===== config.mk =====
export PLATFORM = sky130hd
export DESIGN_NAME = udp_cmd_dispatcher_flat
export DESIGN_NICKNAME = d
export VERILOG_FILES = /design/src/rtl/udp_cmd_dispatcher_if.sv /design/src/rtl/udp_cmd_dispatcher.sv /design/src/flat_wrapper.sv
export SDC_FILE = /design/constraint.sdc
export NUM_CORES = 1
export LEC_CHECK = 0
export ABC_AREA = 1
export CORE_MARGIN = 1
export CORE_UTILIZATION = 55
export DETAILED_ROUTE_END_ITERATION = 10
export PLACE_DENSITY = 0.79
export SYNTH_ARGS = -nofsm -noshare
export SYNTH_HDL_FRONTEND = slang
export SYNTH_SLANG_ARGS = --single-unit

===== constraint.sdc =====
create_clock -name udp_rx_clk -period 3.6 [get_ports udp_rx_clk]
set_clock_uncertainty 0.1 [all_clocks]
set_input_delay 0.9 -clock udp_rx_clk [delete_from_list [all_inputs] [get_ports udp_rx_clk]]
set_output_delay 0.9 -clock udp_rx_clk [all_outputs]
set_load 0.01 [all_outputs]

===== src/rtl/udp_cmd_dispatcher_if.sv =====
// UDP RX payload byte stream feeding the command dispatcher; byte strobe only,
// the consumer must take every valid byte (no ready, no backpressure).
interface udp_cmd_dispatcher_if;
    logic        app_rx_data_valid;
    logic [7:0]  app_rx_data;
    logic [15:0] app_rx_data_length;

    modport master (
        output app_rx_data_valid,
        output app_rx_data,
        output app_rx_data_length
    );

    modport slave (
        input  app_rx_data_valid,
        input  app_rx_data,
        input  app_rx_data_length
    );
endinterface


===== src/rtl/udp_cmd_dispatcher.sv =====
// Parses [MAGIC][OPCODE][ADDR][DATA..] packets into a shadow bank and commits it atomically;
// verdict is decided on the byte edge, applied and pulsed one cycle later; never backpressures.
module udp_cmd_dispatcher #(
    parameter int         NUM_REGS = 8,
    parameter logic [7:0] MAGIC    = 8'hA5,
    parameter int         CNT_W    = 16
) (
    input  logic                  udp_rx_clk,
    input  logic                  reset,
    udp_cmd_dispatcher_if.slave   rx,
    output logic [8*NUM_REGS-1:0] reg_bank,
    output logic [3:0]            led_data_1,
    output logic [15:0]           dled,
    output logic                  pkt_done,
    output logic                  pkt_err,
    output logic [1:0]            err_code,
    output logic [CNT_W-1:0]      pkt_ok_cnt,
    output logic [CNT_W-1:0]      pkt_err_cnt
);
    localparam int         IDX_W    = (NUM_REGS > 1) ? $clog2(NUM_REGS) : 1;
    localparam logic [8:0] NREGS9   = 9'(NUM_REGS);
    localparam logic [1:0] OP_WRITE = 2'd1;
    localparam logic [1:0] OP_CLEAR = 2'd2;
    localparam logic [1:0] ERR_MAGIC  = 2'd1;
    localparam logic [1:0] ERR_OPCODE = 2'd2;
    localparam logic [1:0] ERR_RANGE  = 2'd3;

    typedef enum logic [2:0] {
        S_IDLE,
        S_OPCODE,
        S_ADDR,
        S_DATA,
        S_DISCARD
    } state_e;

    state_e            state_q, state_d;
    logic [15:0]       cnt_q, cnt_d;
    logic [15:0]       len_q, len_d;
    logic [1:0]        op_q, op_d;
    logic [8:0]        ptr_q, ptr_d;
    logic [7:0]        shadow_q [NUM_REGS];
    logic [7:0]        shadow_d [NUM_REGS];
    logic [7:0]        active_q [NUM_REGS];
    logic [7:0]        active_d [NUM_REGS];
    logic              done_req_q, done_req_d;
    logic              err_req_q, err_req_d;
    logic [1:0]        err_req_code_q, err_req_code_d;
    logic              pkt_done_q, pkt_done_d;
    logic              pkt_err_q, pkt_err_d;
    logic [1:0]        err_code_q, err_code_d;
    logic [CNT_W-1:0]  ok_cnt_q, ok_cnt_d;
    logic [CNT_W-1:0]  err_cnt_q, err_cnt_d;

    logic [15:0]       byte_idx;
    logic [15:0]       cur_len;
    logic              is_last;
    logic              opcode_ok;
    logic              fail;
    logic [1:0]        fail_code;
    logic              accept_last;

    // Byte 0 is the one arriving in IDLE; its length field is used before it is latched.
    always_comb begin
        byte_idx  = (state_q == S_IDLE) ? 16'd0 : cnt_q;
        cur_len   = (state_q == S_IDLE) ? rx.app_rx_data_length : len_q;
        is_last   = (cur_len == 16'd0) || (byte_idx == (cur_len - 16'd1));
        opcode_ok = (rx.app_rx_data == 8'h01) || (rx.app_rx_data == 8'h02) ||
                    (rx.app_rx_data == 8'h03);
    end

    always_comb begin
        state_d        = state_q;
        cnt_d          = cnt_q;
        len_d          = len_q;
        op_d           = op_q;
        ptr_d          = ptr_q;
        shadow_d       = shadow_q;
        active_d       = active_q;
        done_req_d     = 1'b0;
        err_req_d      = 1'b0;
        err_req_code_d = 2'd0;
        pkt_done_d     = 1'b0;
        pkt_err_d      = 1'b0;
        err_code_d     = err_code_q;
        ok_cnt_d       = ok_cnt_q;
        err_cnt_d      = err_cnt_q;
        fail           = 1'b0;
        fail_code      = 2'd0;
        accept_last    = 1'b0;

        // Apply the verdict taken on the previous edge; no DATA write can coincide
        // because the FSM is in IDLE or DISCARD by now.
        if (done_req_q) begin
            if (op_q == OP_CLEAR) begin
                for (int i = 0; i < NUM_REGS; i++) begin
                    active_d[i] = 8'h00;
                    shadow_d[i] = 8'h00;
                end
            end else begin
                active_d = shadow_q;
            end
            pkt_done_d = 1'b1;
            ok_cnt_d   = ok_cnt_q + CNT_W'(1);
            err_code_d = 2'd0;
        end
        if (err_req_q) begin
            shadow_d   = active_q;
            pkt_err_d  = 1'b1;
            err_code_d = err_req_code_q;
            err_cnt_d  = err_cnt_q + CNT_W'(1);
        end

        if (rx.app_rx_data_valid) begin
            cnt_d = byte_idx + 16'd1;
            if (state_q == S_IDLE) begin
                len_d = rx.app_rx_data_length;
            end
            case (state_q)
                S_IDLE: begin
                    if (rx.app_rx_data != MAGIC) begin
                        fail      = 1'b1;
                        fail_code = ERR_MAGIC;
                    end else if (is_last) begin
                        fail      = 1'b1;
                        fail_code = ERR_RANGE;
                    end else begin
                        state_d = S_OPCODE;
                    end
                end
                S_OPCODE: begin
                    if (!opcode_ok) begin
                        fail      = 1'b1;
                        fail_code = ERR_OPCODE;
                    end else if (is_last) begin
                        fail      = 1'b1;
                        fail_code = ERR_RANGE;
                    end else begin
                        op_d    = rx.app_rx_data[1:0];
                        state_d = S_ADDR;
                    end
                end
                S_ADDR: begin
                    ptr_d = {1'b0, rx.app_rx_data};
                    if ((op_q == OP_WRITE) && ({1'b0, rx.app_rx_data} >= NREGS9)) begin
                        fail      = 1'b1;
                        fail_code = ERR_RANGE;
                    end else if (is_last) begin
                        accept_last = 1'b1;
                    end else begin
                        state_d = S_DATA;
                    end
                end
                S_DATA: begin
                    if (op_q == OP_WRITE) begin
                        if (ptr_q >= NREGS9) begin
                            fail      = 1'b1;
                            fail_code = ERR_RANGE;
                        end else begin
                            shadow_d[ptr_q[IDX_W-1:0]] = rx.app_rx_data;
                            ptr_d = ptr_q + 9'd1;
                        end
                    end
                    if (!fail && is_last) begin
                        accept_last = 1'b1;
                    end
                end
                S_DISCARD: begin
                    if (is_last) begin
                        state_d = S_IDLE;
                    end
                end
                default: state_d = S_IDLE;
            endcase

            if (fail) begin
                err_req_d      = 1'b1;
                err_req_code_d = fail_code;
                state_d        = is_last ? S_IDLE : S_DISCARD;
            end else if (accept_last) begin
                done_req_d = 1'b1;
                state_d    = S_IDLE;
            end
        end
    end

    always_ff @(posedge udp_rx_clk) begin
        if (reset) begin
            state_q        <= S_IDLE;
            cnt_q          <= 16'd0;
            len_q          <= 16'd0;
            op_q           <= 2'd0;
            ptr_q          <= 9'd0;
            done_req_q     <= 1'b0;
            err_req_q      <= 1'b0;
            err_req_code_q <= 2'd0;
            pkt_done_q     <= 1'b0;
            pkt_err_q      <= 1'b0;
            err_code_q     <= 2'd0;
            ok_cnt_q       <= '0;
            err_cnt_q      <= '0;
            for (int i = 0; i < NUM_REGS; i++) begin
                shadow_q[i] <= 8'h00;
                active_q[i] <= 8'h00;
            end
        end else begin
            state_q        <= state_d;
            cnt_q          <= cnt_d;
            len_q          <= len_d;
            op_q           <= op_d;
            ptr_q          <= ptr_d;
            done_req_q     <= done_req_d;
            err_req_q      <= err_req_d;
            err_req_code_q <= err_req_code_d;
            pkt_done_q     <= pkt_done_d;
            pkt_err_q      <= pkt_err_d;
            err_code_q     <= err_code_d;
            ok_cnt_q       <= ok_cnt_d;
            err_cnt_q      <= err_cnt_d;
            shadow_q       <= shadow_d;
            active_q       <= active_d;
        end
    end

    for (genvar gi = 0; gi < NUM_REGS; gi++) begin : g_bank
        assign reg_bank[8*gi +: 8] = active_q[gi];
    end

    assign led_data_1 = active_q[0][7:4];

    if (NUM_REGS > 2) begin : g_dled_full
        assign dled = {active_q[1], active_q[2]};
    end else begin : g_dled_short
        assign dled = {active_q[1], 8'h00};
    end

    assign pkt_done    = pkt_done_q;
    assign pkt_err     = pkt_err_q;
    assign err_code    = err_code_q;
    assign pkt_ok_cnt  = ok_cnt_q;
    assign pkt_err_cnt = err_cnt_q;
endmodule


===== src/flat_wrapper.sv =====
// flat-port wrapper written by rule: the top's interface ports become plain ports
module udp_cmd_dispatcher_flat 
#(
    parameter int         NUM_REGS = 8,
    parameter logic [7:0] MAGIC    = 8'hA5,
    parameter int         CNT_W    = 16
)
  (udp_rx_clk, reset, reg_bank, led_data_1, dled, pkt_done, pkt_err, err_code, pkt_ok_cnt, pkt_err_cnt, rx_app_rx_data_valid, rx_app_rx_data, rx_app_rx_data_length);
  udp_cmd_dispatcher_if rx_i ();
  input  logic udp_rx_clk;
  input  logic reset;
  output logic [8*NUM_REGS-1:0] reg_bank;
  output logic [3:0] led_data_1;
  output logic [15:0] dled;
  output logic pkt_done;
  output logic pkt_err;
  output logic [1:0] err_code;
  output logic [CNT_W-1:0] pkt_ok_cnt;
  output logic [CNT_W-1:0] pkt_err_cnt;
  input wire logic [$bits(rx_i.app_rx_data_valid)-1:0] rx_app_rx_data_valid;
  input wire logic [$bits(rx_i.app_rx_data)-1:0] rx_app_rx_data;
  input wire logic [$bits(rx_i.app_rx_data_length)-1:0] rx_app_rx_data_length;
  assign rx_i.app_rx_data_valid = rx_app_rx_data_valid;
  assign rx_i.app_rx_data = rx_app_rx_data;
  assign rx_i.app_rx_data_length = rx_app_rx_data_length;
  udp_cmd_dispatcher #(.NUM_REGS(NUM_REGS), .MAGIC(MAGIC), .CNT_W(CNT_W)) u_core (.udp_rx_clk(udp_rx_clk), .reset(reset), .rx(rx_i), .reg_bank(reg_bank), .led_data_1(led_data_1), .dled(dled), .pkt_done(pkt_done), .pkt_err(pkt_err), .err_code(err_code), .pkt_ok_cnt(pkt_ok_cnt), .pkt_err_cnt(pkt_err_cnt));
endmodule

==> key figures, run 1 <==
Final layout
  – Fill cells: 1621
  – Share of cells above drive strength 1: 7.81%
  – Layout net count: 1732
  – Most frequent cells in the layout: nand2_1 (459), dfxtp_1 (212), a21oi_1 (187)
  – Most common cell after layout, fill and taps aside: nand2_1
  – Final instance area: 13100 um^2
  – Ant. Diodes: 0
  – Area delta synth->final: 23.4%

Timing
  – Unrepaired setup endpoints after global routing: false
  – Final Worst Setup Slack: 423 ps
  – Max transition margin: 48.2%
  – Fmax: 315 MHz
  – Slew at the pin with the worst max-slew slack: 777 ps
  – Final hold vios: 0
  – Total negative slack: 0 ps
  – Max-slew violations: 0
  – Final Setup Violations: 0
  – Hold WS: 340 ps
  – Tcrit/Tclk final: 88.3%
  – Clock period minus worst slack: 3180 ps

Placement
  – GP Congestion: 0.912
  – DP Area: 12300 um^2
  – Hpwl dp: 18.6 mm
  – Port Buffers: 146
  – Pre-CTS WS: -57.8 ps

Die
  – Die width: 141 um
  – Core box area: 18800 um^2
  – Die area: 19900 um^2
  – Die Y: 141 um
  – Initial Util: 56.4%
  – I/O pin cnt: 147
  – Row Count: 50

Global route
  – Global-route wire length before repair: 48.0 mm
  – Largest net degree at the start of global routing: 78
  – Initial antenna violation count: 0
  – Vias in the first global route: 9825
  – GRT overflow: 0
  – Gr usage total: 29.3%

Clock network
  – CTS tree: done
  – Clk buf depth: 3
  – Root Buffer: clkbuf_16
  – TritonCTS Buffers: 24
  – Clk_lat worst skew: 510 ps
  – Buffer count from post-CTS setup fixing: 0
  – H-tree Lvls: 1
  – Clock slew at reported path FFs: 50 ps
  – Hold Buf Count CTS: 0
  – Num Clock Sinks: 214
  – CTS resizes: 0

Detailed routing
  – Via density: 5.56
  – Initial drt markers: 760
  – Drc violations: 0
  – Final ANT Viol Nets: 0
  – Final WL: 29.3 mm
  – Wirelength per Cell: 14.8 um
  – DRT Pass-1 Iters: 6
  – Total number of vias: 11000

Synthesis
  – Synth Register Bits: 214
  – Ys flop type: dfxtp_1
  – Sequential area share after synthesis: 40.4%
  – Fraction of registers with async set/reset: 0%
  – Syn nets: 1621
  – Synth unique cells: 40
  – Post-synthesis average cell area: 6.69 um^2
  – Post-synth EDFFs: 0
  – Netlist Area Pre-Place: 10600 um^2
  – Synthesis warning total: 0
  – Post-synth top area cell: dfxtp_1
  – Cells after Synth: 1587
  – Synth top area cells: dfxtp_1 (40%), nand2_1 (16%), a21oi_1 (8.8%), nand3_1 (6.5%), o21ai_0 (5.6%)
  – Top-area cell type share of the netlist area: 40.4%

Power and ir drop
  – Leakage: 5.16 nW
  – Peak VDD IR: 0.000474 V
  – Total power: 5.86 mW
  – P per Cell Area: 448 nW/um^2

Job
  – Max-Cap Viols: 0

Run status
  – Status: completed

Worst hold path
  – Hold WC Path Type: reg2reg

Worst setup path
  – CP Cell Sequence: clkdlybuf4s50_1 -> nand3b_1 -> nand2_1 -> ha_1 -> nand3_1 -> nor2_1 -> nand3_1 -> nand2_1 -> nand2_1 -> nor2_1 -> nand2_1 -> nor2_1 -> nand2_1 -> nand3_1 -> nand2_1 -> nand2_1 -> nor2_2 -> inv_1 -> nand3_1 -> a21oi_1
  – Worst EP required: 3920 ps
  – Critical Path Sink Type: register
  – Worst Path Max Fanout: 5
  – Worst Path Arrival: 3490 ps
  – CP Launch Type: input port
  – Most common cell on crit path: nand2_1
  – WS Path Type: in2reg
  – Slowest stage delay, CP: 390 ps
  – Crit-path slowest cell: clkdlybuf4s50_1
==> critical path: cells and delay by family <==
kind | cells | cell delay, ps
buffers and inverters | 2 | 460
AND/OR/NAND/NOR | 16 | 1720
adder cells (fa/ha/maj) | 1 | 210
AO/OA/AOI/OAI | 1 | 200
==> final timing paths <==
path | startpoint | endpoint | slack (ps) | cells after the start
setup / recovery | rx_app_rx_data_length[0] | u_core.err_req_code_q[1] | 420 | 20
hold / removal | u_core.err_req_code_q[1] | u_core.err_code[1] | 340 | 1
setup reg to reg | u_core.state_q[1] | u_core.err_req_code_q[1] | 480 | 21
hold reg to reg | u_core.err_req_code_q[1] | u_core.err_code[1] | 340 | 1
==> per-layer routing <==
metal  global-route usage, %  wire length [um]  up-vias
li1                        -                 -     5436
met1                    39.8             13000     5070
met2                    48.0             13600      414
met3                    3.53              1940       69
met4                    10.4               809        0
met5                       0                 0        -
==> cell usage after synthesis (3+ instances only) <==
cell type,n
nand3b_1,15
ha_1,7
nor3_1,35
buf_4,23
nand3_1,137
clkbuf_1,71
nor2_2,6
dfxtp_1,214
o21ai_0,119
inv_2,6
nand4_1,18
nor2_4,4
nor2_1,87
a221oi_1,5
nand2_1,460
a21oi_1,187
a31oi_1,4
buf_6,3
buf_2,5
nand2_2,14
inv_1,113
o21a_1,4
clkinv_1,9
nor4_1,14
==> cell families after synthesis <==
| kind of cell | count (synthesis) | synth area share (%) |
|---|---|---|
| fa+ha+maj | 7 | 0.825 |
| xor+xnor | 2 | 0.165 |
| buf+inv | 232 | 9.29 |
| compound gates | 330 | 16.2 |
| flops | 214 | 40.4 |
| simple gates | 802 | 33.2 |
==> sequential cells by signal, summed over array words and instances (netlist names) <==
signal / flops
u_core.cnt_q: 16
u_core.dled: 16
u_core.done_req_q: 1
u_core.err_code: 2
u_core.err_req_code_q: 2
u_core.err_req_q: 1
u_core.led_data_1: 4
u_core.len_q: 16
u_core.op_q: 2
u_core.pkt_done: 1
u_core.pkt_err: 1
u_core.pkt_err_cnt: 16
u_core.pkt_ok_cnt: 16
u_core.ptr_q: 9
u_core.reg_bank: 44
u_core.shadow_q: 64
u_core.state_q: 3
==> through the flow <==
stage / instances / utilization (%)
after floorplan: 1587 / -
after global placement: 1932 / 65.1
after detailed placement: 1932 / 65.1
after CTS: 1975 / 69.5
after global routing: 1975 / 69.5
final: 1975 / 69.5
==> layout make-up <==
cell class	instances	area [um^2]	area share, %
multi-input combinational	1141	5380	41.1
sequential	214	4290	32.7
timing repair buffer	189	1780	13.6
clock buffer	35	743	5.67
inverter	128	480	3.67
tap	260	325	2.48
clock inverter	8	96.3	0.736
==> report_power, final <==
part / switching [mW] / internal [mW] / total, mW
Sequential: 0.0379 / 2.40 / 2.44
Combinational: 0.593 / 0.285 / 0.878
Clock: 0.973 / 1.57 / 2.54
Total: 1.60 / 4.26 / 5.86
Power figures use the tool's default switching activity.
==> run 2: changes to the inputs <==
- PLACE_DENSITY: 0.79 -> 0.81
==> run 2 against run 1 <==
  * Flip-flop and latch count did not move
  * Sequential power barely moved
  * Maximum frequency fell by 1.1%
  * Critical path type is now reg2reg
  * Critical endpoint is now u_core.state_q[2]
==> key figures, run 2 (synthesis gave the netlist of run 1 again) <==
Placement
  – Pre-CTS WS: -43.3 ps
  – Hpwl dp: 18.1 mm
  – GP Congestion: 0.936
  – Port Buffers: 146

Power and ir drop
  – Sequential Power Share: 44.2%
  – P per Cell Area: 428 nW/um^2
  – Switching power: 1.57 mW
  – Clock power frac: 40.3%
  – Leakage: 5.05 nW
  – Sw Ratio: 28.4%
  – Logic gate share of total power: 15.5%
  – Peak VDD IR: 0.000327 V
  – Internal power: 3.95 mW

Clock network
  – TritonCTS Buffers: 23
  – Num Clock Sinks: 214
  – Clk_lat worst skew: 520 ps
  – Clk buf depth: 3
  – Hold Buf Count CTS: 0
  – CTS resizes: 0
  – Root Buffer: clkbuf_16
  – Clock slew at reported path FFs: 60 ps
  – H-tree Lvls: 1
  – CTS tree: done
  – Buffer count from post-CTS setup fixing: 0

Final layout
  – Most common cell after layout, fill and taps aside: nand2_1
  – Ant. Diodes: 0
  – Area delta synth->final: 21.6%
  – Most flops, register: u_core.shadow_q
  – Most frequent cells in the layout: nand2_1 (459), dfxtp_1 (213), a21oi_1 (187)
  – Share of cells above drive strength 1: 6.69%
  – Max reg flops: 64
  – Layout net count: 1724

Detailed routing
  – Final ANT Viol Nets: 0
  – DRT Pass-1 Iters: 7
  – Drc violations: 0
  – Via density: 5.52
  – Total number of vias: 10800
  – Initial drt markers: 943
  – Final WL: 28.5 mm
  – Wirelength per Cell: 14.5 um

Timing
  – Slew at the pin with the worst max-slew slack: 1080 ps
  – Final hold vios: 0
  – Final Worst Setup Slack: 387 ps
  – Unrepaired setup endpoints after global routing: false
  – Max transition margin: 27.8%
  – Hold WS: 344 ps
  – Final Setup Violations: 0
  – Tcrit/Tclk final: 89.3%
  – Fmax: 311 MHz
  – Max-slew violations: 0
  – Clock period minus worst slack: 3210 ps

Worst setup path
  – CP Cell Sequence: nor2_8 -> nand2_8 -> buf_4 -> nand2_1 -> nand2_1 -> nand2_1 -> nor2_1 -> nand3_1 -> nand2_1 -> nand2_1 -> nor2_1 -> nand2_1 -> nor2_1 -> nand2_1 -> nand2_1 -> nand3_1 -> nand3_1 -> inv_1 -> nand2_1 -> nand3_1 -> nand2_1 -> a21oi_1
  – CP Launch Type: register
  – Worst EP required: 3850 ps
  – R2R Path Start: u_core.state_q[2]
  – Critical Path Sink Type: register
  – WS Path Type: reg2reg
  – Crit-path slowest cell: dfxtp_1
  – Worst Path Max Fanout: 26
  – Slowest stage delay, CP: 540 ps
  – Reg2reg path depth: 22
  – Reg2reg end: u_core.state_q[2]
  – Cell family with most CP delay: simple AND/OR/NAND/NOR gates
  – Worst path bufs/invs: 2
  – Most common cell on crit path: nand2_1
  – R2R Setup Slk: 390 ps
  – Worst Path Arrival: 3460 ps

Die
  – Die Y: 141 um
  – Initial Util: 56.4%
  – I/O pin cnt: 147
  – Die area: 19900 um^2
  – Core box area: 18800 um^2
  – Die width: 141 um
  – Row Count: 50

Global route
  – Largest net degree at the start of global routing: 94
  – Initial antenna violation count: 1
  – Global-route wire length before repair: 46.9 mm
  – Vias in the first global route: 9556
  – GRT overflow: 0
  – Gr usage total: 28.6%

Worst hold path
  – Worst hold stages: 2
  – Hold Startpoint: u_core.ptr_q[8]
  – Hold endpoint: u_core.ptr_q[8]
  – Hold WC Path Type: reg2reg

Run status
  – Status: completed

Job
  – Max-Cap Viols: 0
run 2: power by group through the flow:
| stage | clock network (mW) | registers (mW) | logic (mW) |
|---|---|---|---|
| after CTS | 2.24 | 2.44 | 0.847 |
| after global routing | 2.34 | 2.44 | 0.957 |
| after detailed placement | 0 | 2.49 | 0.839 |
| after global placement | 0 | 2.49 | 0.832 |
| final | 2.22 | 2.44 | 0.856 |
| after floorplan | 0 | 2.48 | 0.617 |
run 2: worst min-delay path, cell delays in order (launching register included):
cell     delay [ps]
dfxtp_1         310
nand2_1          60
nor2_1           30
run 2: how the worst max path moves through the flow:
stage,depth (start not counted),slack (ps),from,endpoint
after floorplan,20,680,rx_app_rx_data_length[0],u_core.state_q[2]
after global placement,21,-30,rx_app_rx_data_length[0],u_core.state_q[2]
after global routing,23,10,u_core.state_q[2],u_core.state_q[0]
final,22,390,u_core.state_q[2],u_core.state_q[2]
after detailed placement,21,-40,rx_app_rx_data_length[0],u_core.state_q[2]
after CTS,22,430,u_core.state_q[2],u_core.state_q[2]
run 2: layout make-up:
| class | count | area [um^2] |
|---|---|---|
| Multi-Input combinational cell | 1141 | 5380 |
| Clock buffer | 33 | 623 |
| Fill cell | 1646 | 5920 |
| Timing Repair Buffer | 182 | 1740 |
| Clock inverter | 5 | 67.6 |
| Inverter | 128 | 480 |
| Sequential cell | 214 | 4290 |
| Tap cell | 260 | 325 |
run 2: per-stage QoR:
step / utilization, % / setup TNS (ps) / power [mW] / instance area (um^2) / cells
3_3_place_gp: 64.9 / -36.6 / 3.32 / 12200 / 1925
4_1_cts: 68.5 / 0 / 5.53 / 12900 / 1963
5_1_grt: 68.5 / 0 / 5.74 / 12900 / 1963
6_report: 68.5 / 0 / 5.52 / 12900 / 1963
2_1_floorplan: - / 0 / 3.10 / 10600 / 1587
3_5_place_dp: 64.9 / -71.0 / 3.33 / 12200 / 1925
run 2: per-layer routing:
metal	global-route usage, %	vias to the layer above	wire, um
li1	-	5426	-
met1	39.7	4967	12600
met2	46.5	405	13100
met3	3.53	47	2100
met4	8.30	0	599
met5	0	-	0
